[src/rtl/writeback_regfile_pkg.sv]
// Shared widths, architectural register indices and the write-back payload type.
package writeback_regfile_pkg;

  localparam int unsigned DATA_W = 32;
  localparam int unsigned ADDR_W = 5;

  localparam logic [ADDR_W-1:0] REG_ZERO = 5'd0;
  localparam logic [ADDR_W-1:0] REG_SP   = 5'd29;
  localparam logic [ADDR_W-1:0] REG_RA   = 5'd31;

  // One register-file write request as seen by the array and the hazard unit.
  typedef struct packed {
    logic              we;
    logic [ADDR_W-1:0] wa;
    logic [DATA_W-1:0] wd;
  } wb_wr_t;

  // Write-data priority: link address, then load data, then ALU/HI-LO result.
  function automatic logic [DATA_W-1:0] wb_sel_data(
    input logic              jal,
    input logic              dm2reg,
    input logic [DATA_W-1:0] pc_plus4,
    input logic [DATA_W-1:0] rd_dm,
    input logic [DATA_W-1:0] hilo
  );
    if (jal)         return DATA_W'(pc_plus4 + DATA_W'(4));
    else if (dm2reg) return rd_dm;
    else             return hilo;
  endfunction

endpackage

[src/rtl/writeback_regfile_core.sv]
// 31-entry register array with one write port and three write-first bypassed read ports.
module regfile_core
  import writeback_regfile_pkg::*;
#(
  parameter logic [DATA_W-1:0] SP_INIT = 32'h0000_0100
) (
  input  logic              clk,
  input  logic              rst,
  input  wb_wr_t            wr,
  input  logic [ADDR_W-1:0] ra1,
  input  logic [ADDR_W-1:0] ra2,
  input  logic [ADDR_W-1:0] ra3,
  output logic [DATA_W-1:0] rd1,
  output logic [DATA_W-1:0] rd2,
  output logic [DATA_W-1:0] rd3
);

  logic [DATA_W-1:0] regs_q [1:31];
  logic [DATA_W-1:0] regs_d [1:31];

  // Register 0 is not stored; a write to it is dropped here as a second guard.
  function automatic logic [DATA_W-1:0] read_port(
    input logic [ADDR_W-1:0] ra,
    input wb_wr_t            w,
    input logic [DATA_W-1:0] stored
  );
    if (ra == REG_ZERO)              return '0;
    else if (w.we && (ra == w.wa))   return w.wd;
    else                             return stored;
  endfunction

  // Next array contents: copy, then overlay the single write.
  always_comb begin
    for (int i = 1; i < 32; i++) regs_d[i] = regs_q[i];
    if (wr.we && (wr.wa != REG_ZERO)) regs_d[wr.wa] = wr.wd;
  end

  // Array state; reset clears everything except the stack pointer.
  always_ff @(posedge clk or posedge rst) begin
    if (rst) begin
      for (int i = 1; i < 32; i++) regs_q[i] <= '0;
      regs_q[REG_SP] <= SP_INIT;
    end else begin
      for (int i = 1; i < 32; i++) regs_q[i] <= regs_d[i];
    end
  end

  // Combinational read ports; ra = 0 selects a don't-care stored entry that is masked.
  always_comb begin
    rd1 = read_port(ra1, wr, (ra1 == REG_ZERO) ? '0 : regs_q[ra1]);
    rd2 = read_port(ra2, wr, (ra2 == REG_ZERO) ? '0 : regs_q[ra2]);
    rd3 = read_port(ra3, wr, (ra3 == REG_ZERO) ? '0 : regs_q[ra3]);
  end

endmodule

[src/rtl/writeback_regfile.sv]
// Write-back stage: selects write data/address, drives the register file,
// exports forwarding info and counts retired instructions.
module writeback_regfile
  import writeback_regfile_pkg::*;
#(
  parameter logic [DATA_W-1:0] SP_INIT = 32'h0000_0100
) (
  input  logic              clk,
  input  logic              rst,
  input  logic              valid_WB,
  input  logic              we_reg_WB,
  input  logic              dm2reg_WB,
  input  logic              jal_WB,
  input  logic [ADDR_W-1:0] rf_wa_WB,
  input  logic [DATA_W-1:0] rd_dm_WB,
  input  logic [DATA_W-1:0] hilo_mux_out_WB,
  input  logic [DATA_W-1:0] pc_plus4_WB,
  input  logic [ADDR_W-1:0] ra1,
  input  logic [ADDR_W-1:0] ra2,
  input  logic [ADDR_W-1:0] ra3,
  output logic [DATA_W-1:0] rd1,
  output logic [DATA_W-1:0] rd2,
  output logic [DATA_W-1:0] rd3,
  output logic              wb_we_fwd,
  output logic [ADDR_W-1:0] wb_wa_fwd,
  output logic [DATA_W-1:0] wb_wd_fwd,
  output logic [DATA_W-1:0] retired_cnt
);

  wb_wr_t            wr_c;
  logic [ADDR_W-1:0] eff_wa_c;
  logic [DATA_W-1:0] eff_wd_c;
  logic [DATA_W-1:0] retired_cnt_q;
  logic [DATA_W-1:0] retired_cnt_d;

  // Effective write request; jal forces the link register, r0 writes are suppressed.
  always_comb begin
    eff_wa_c = jal_WB ? REG_RA : rf_wa_WB;
    eff_wd_c = wb_sel_data(jal_WB, dm2reg_WB, pc_plus4_WB, rd_dm_WB, hilo_mux_out_WB);
    wr_c.we  = valid_WB && we_reg_WB && (eff_wa_c != REG_ZERO);
    wr_c.wa  = eff_wa_c;
    wr_c.wd  = eff_wd_c;
  end

  // Forwarding copies, zeroed when nothing is written.
  always_comb begin
    wb_we_fwd = wr_c.we;
    wb_wa_fwd = wr_c.we ? wr_c.wa : '0;
    wb_wd_fwd = wr_c.we ? wr_c.wd : '0;
  end

  // Retire counter advances on every live WB slot, wrapping naturally.
  always_comb begin
    retired_cnt_d = retired_cnt_q;
    if (valid_WB) retired_cnt_d = DATA_W'(retired_cnt_q + DATA_W'(1));
  end

  // Retire counter state.
  always_ff @(posedge clk or posedge rst) begin
    if (rst) retired_cnt_q <= '0;
    else     retired_cnt_q <= retired_cnt_d;
  end

  assign retired_cnt = retired_cnt_q;

  regfile_core #(
    .SP_INIT (SP_INIT)
  ) u_core (
    .clk (clk),
    .rst (rst),
    .wr  (wr_c),
    .ra1 (ra1),
    .ra2 (ra2),
    .ra3 (ra3),
    .rd1 (rd1),
    .rd2 (rd2),
    .rd3 (rd3)
  );

endmodule

[config.mk]
export PLATFORM = sky130hd
export DESIGN_NAME = writeback_regfile
export DESIGN_NICKNAME = d
export VERILOG_FILES = /design/src/rtl/writeback_regfile_pkg.sv /design/src/rtl/writeback_regfile_core.sv /design/src/rtl/writeback_regfile.sv
export SDC_FILE = /design/constraint.sdc
export NUM_CORES = 2
export LEC_CHECK = 0
export CAP_MARGIN = 20
export CORE_MARGIN = 2
export CORE_UTILIZATION = 30
export DETAILED_ROUTE_END_ITERATION = 6
export GPL_TIMING_DRIVEN = 1
export PLACE_DENSITY_LB_ADDON = 0.1
export SYNTH_ARGS = -nofsm -noshare
export SYNTH_HDL_FRONTEND = slang
export SYNTH_SLANG_ARGS = --single-unit
[constraint.sdc]
create_clock -name clk -period 30.7 [get_ports clk]
set_input_delay 3.07 -clock clk [delete_from_list [all_inputs] [get_ports clk]]
set_output_delay 3.07 -clock clk [all_outputs]
set_load 0.01 [all_outputs]
==> qor.yml <==
rrSetupSlack_ns: 28.55
grt_util_met3_pct: 6.161
finalSetupViolations: 0
worstPathArrival_ns: 9.11
routing_layer_with_the_top_usage_in_global_route: "met2"
grt_overflow_total: 0
ant_nets: 0
mappedNetlistNets: 6117
htreeDepth: 4
routed_wire_length_per_instance_um: 36.49
buffer_ports.inserted: 287
p_per_area_nw_per_um2: 55.33
dieHeight_um: 459.9
ys_warns: 0
r2r.worst_path.cells: 7
crit_path_end: "rd3[28]"
post_synth_instance_area_sq_um: 62350
place_ws_ns: 18.56
first_global_vias: 52490
via_per_inst: 6.062
timing.max_cap.violations: 0
cts_made_buffers: 131
num_vias: 53490
numClockSinks: 1024
fin_hold_ws_ns: 0.4879
seq_total_area_yosys_pct: 41.10
status: "finished clean"
cts_root_buf: "clkbuf_16"
timing.critical_path.from: "ra3[0]"
maximum_vdd_ir_drop_uv: 61.45
synth-seq-cells: 1024
dp_hpwl_um: 199700
min_period_over_period_pct: 39.68
holdBufCountCts: 0
clock_insertion_delay_worst_skew_ns: 0.79
grt_start_max_net_pins: 142
wl_um: 322000
worstPathMaxFanout: 61
maxSlewViolCount: 0
rsz0062_at_grt: "false"
globalplace.congestion: 0.8569
synthesis.area_per_instance_sq_um: 10.40
max_freq_mhz: 82.09
total_power_mw: 4.037
post-route-cell-area_sq_um: 72960
period_minus_slack_ns: 12.18
setup_crit_path_kind: "primary input to output pin"
nNetsFinal: 6138
end_kind: "output pin"
critPathLaunchType: "primary input"
detail_route.drc_violations: 0
design.portCount: 288
hold_viol_final: 0
worst_slack_ns: 18.52
grt_first_pass_wirelength_um: 446700
syn2layout_area_growth_pct: 17.01
gr-usage-all-layers_pct: 30.27
synth-main-ff-cell: "dfrtp_1"
r2r_start: "retired_cnt[0]"
place_area_sq_um: 68440
grt_util_met2_pct: 47.77
drt-pass1-iter-count: 6
die_area_sq_um: 211500
hold_path_class: "flip-flop to flip-flop"
path_clk_slew_ns: 0.06
worst_r2r_endpoint: "retired_cnt[28]"
p_leak_nw: 30.00
floorplan.rows: 167
tritoncts_clock_tree: "yes"
clock_path_buffers: 3
post_synth_inst_count: 5993
worst-endpoint-required_ns: 27.63
clock_skew_ns: 0.006210
postCtsSetupBuffers: 0
antenna_found_initial: 18
global_route.usage.met1_pct: 39.91
synth_enable_flop_cells: 0
core_area_sq_um: 206900
floorplan.initialDensity_pct: 30.14
die_w_um: 459.9
ctsResizeCount: 0
proportion_of_synthesized_flip_flops_having_asynchronous_set_or_reset_pct: 100.0
drive_gt1_share_pct: 20.23
synthDistinctLibCells: 67
setup_tns_ns: 0
drtIter0Drc: 6016
max-slew-margin-rel_pct: 20.27
worstMarginPinSlew_ns: 1.196
-- routing by layer --
layer	vias up	part of all wire [%]
li1	22390	-
met5	-	0.011
met1	27930	41
met3	645	7.5
met4	6	5.1
met2	2526	46
-- power by group --
group	internal (mW)	switching, mW
clock network	0.986	0.672
logic	0.322	0.446
registers	1.48	0.133
total	2.79	1.25
-- Yosys cell counts (9+ instances only) --
| cell | count | area [sq um] |
|---|---|---|
| nor2b_1 | 45 | 281.5 |
| a22o_1 | 9 | 78.83 |
| a211oi_1 | 21 | 157.7 |
| nor2_1 | 165 | 619.3 |
| and3_1 | 22 | 137.6 |
| nor3_1 | 63 | 315.3 |
| mux4_2 | 587 | 13220 |
| o22ai_1 | 85 | 531.8 |
| and4_1 | 10 | 87.58 |
| nand2b_1 | 19 | 118.9 |
| xnor2_1 | 41 | 359.1 |
| buf_4 | 39 | 292.8 |
| nor4_1 | 20 | 125.1 |
| mux2i_1 | 272 | 2723 |
| buf_2 | 99 | 495.5 |
| xor2_1 | 25 | 219.0 |
| dfrtp_1 | 1023 | 25600 |
| o32ai_1 | 23 | 201.4 |
| nand2_1 | 1186 | 4452 |
| buf_1 | 43 | 161.4 |
| nand4_1 | 46 | 287.8 |
| o31ai_1 | 9 | 67.56 |
| or4_1 | 10 | 75.07 |
| mux2_2 | 93 | 1047 |
| a221oi_1 | 76 | 665.6 |
| a31oi_1 | 10 | 62.56 |
| a221o_1 | 21 | 210.2 |
| a21oi_1 | 119 | 595.6 |
| nand3_1 | 74 | 370.4 |
| a22oi_1 | 116 | 870.8 |
| o21ai_0 | 1084 | 5425 |
| clkbuf_1 | 423 | 1588 |
-- cell families (layout without fill, tap and decap cells) --
kind of cell,after synthesis,count (layout),share of synthesized area (%)
simple gates,1698,1698,11.49
compound gates,1631,1631,14.98
flops,1024,1024,41.10
mux,952,952,27.25
buf+inv,620,741,4.216
xor+xnor,66,66,0.9270
fa+ha+maj,2,2,0.04013
other cells,0,6,0
-- worst min-delay path by stage --
stage / start / to / cells after the start
floorplan: u_core.regs_q[72] / u_core.regs_q[72] / 2
global placement: retired_cnt[31] / retired_cnt[31] / 1
detailed placement: retired_cnt[31] / retired_cnt[31] / 1
CTS: retired_cnt[31] / retired_cnt[31] / 1
global route: u_core.regs_q[72] / u_core.regs_q[72] / 2
finish: retired_cnt[31] / retired_cnt[31] / 1
-- state kept, by name (all words and copies together) (netlist names) --
register / count
retired_cnt: 32
u_core.regs_q: 992
-- layout make-up --
| type | instances | area (sq um) |
|---|---|---|
| sequential | 1024 | 25630 |
| fill | 20880 | 133900 |
| tap | 2704 | 3383 |
| multi-input combinational | 4349 | 34830 |
| antenna | 6 | 15.01 |
| timing repair buffer | 497 | 4562 |
| inverter | 11 | 45.04 |
| clock buffer | 189 | 3902 |
| clock inverter | 44 | 601.8 |
-- cells in the final DEF, fill, tap and decap left out, drive strengths merged, types with 21 or more instances in the layout --
| master | synthesis | routed |
|---|---|---|
| mux2i | 272 | 272 |
| nand4 | 46 | 46 |
| mux4 | 587 | 587 |
| a211oi | 21 | 21 |
| a221o | 21 | 21 |
| a221oi | 76 | 76 |
| dfrtp | 1023 | 1023 |
| nor2b | 45 | 45 |
| a22oi | 116 | 116 |
| nor2 | 165 | 165 |
| xnor2 | 41 | 41 |
| clkbuf | 424 | 189 |
| a21oi | 120 | 120 |
| o22ai | 85 | 85 |
| nand3 | 74 | 74 |
| nor4 | 23 | 23 |
| nand2 | 1187 | 1187 |
| o21ai | 1092 | 1092 |
| buf | 185 | 226 |
| mux2 | 93 | 93 |
| clkdlybuf4s50 | 0 | 271 |
| and3 | 22 | 22 |
| xor2 | 25 | 25 |
| nor3 | 66 | 66 |
| o32ai | 23 | 23 |
-- stage by stage --
stage          std cells  util (%)
3_5_place_dp        8584     33.08
3_3_place_gp        8581     33.06
6_report            8824     35.27
5_1_grt             8819     35.26
2_1_floorplan       5993         -
4_1_cts             8817     35.26
-- worst max-delay path, cell delays in order --
cell and delay [ns]:
buf_8 0.39, buf_4 0.69, buf_4 0.66, buf_4 0.67
buf_4 0.65, mux4_2 0.59, a22oi_1 0.25, nand2_1 0.14
nor3_1 0.67, a21oi_1 0.18, clkdlybuf4s50_1 0.54
Note: power is estimated with default switching activity, not from simulation.
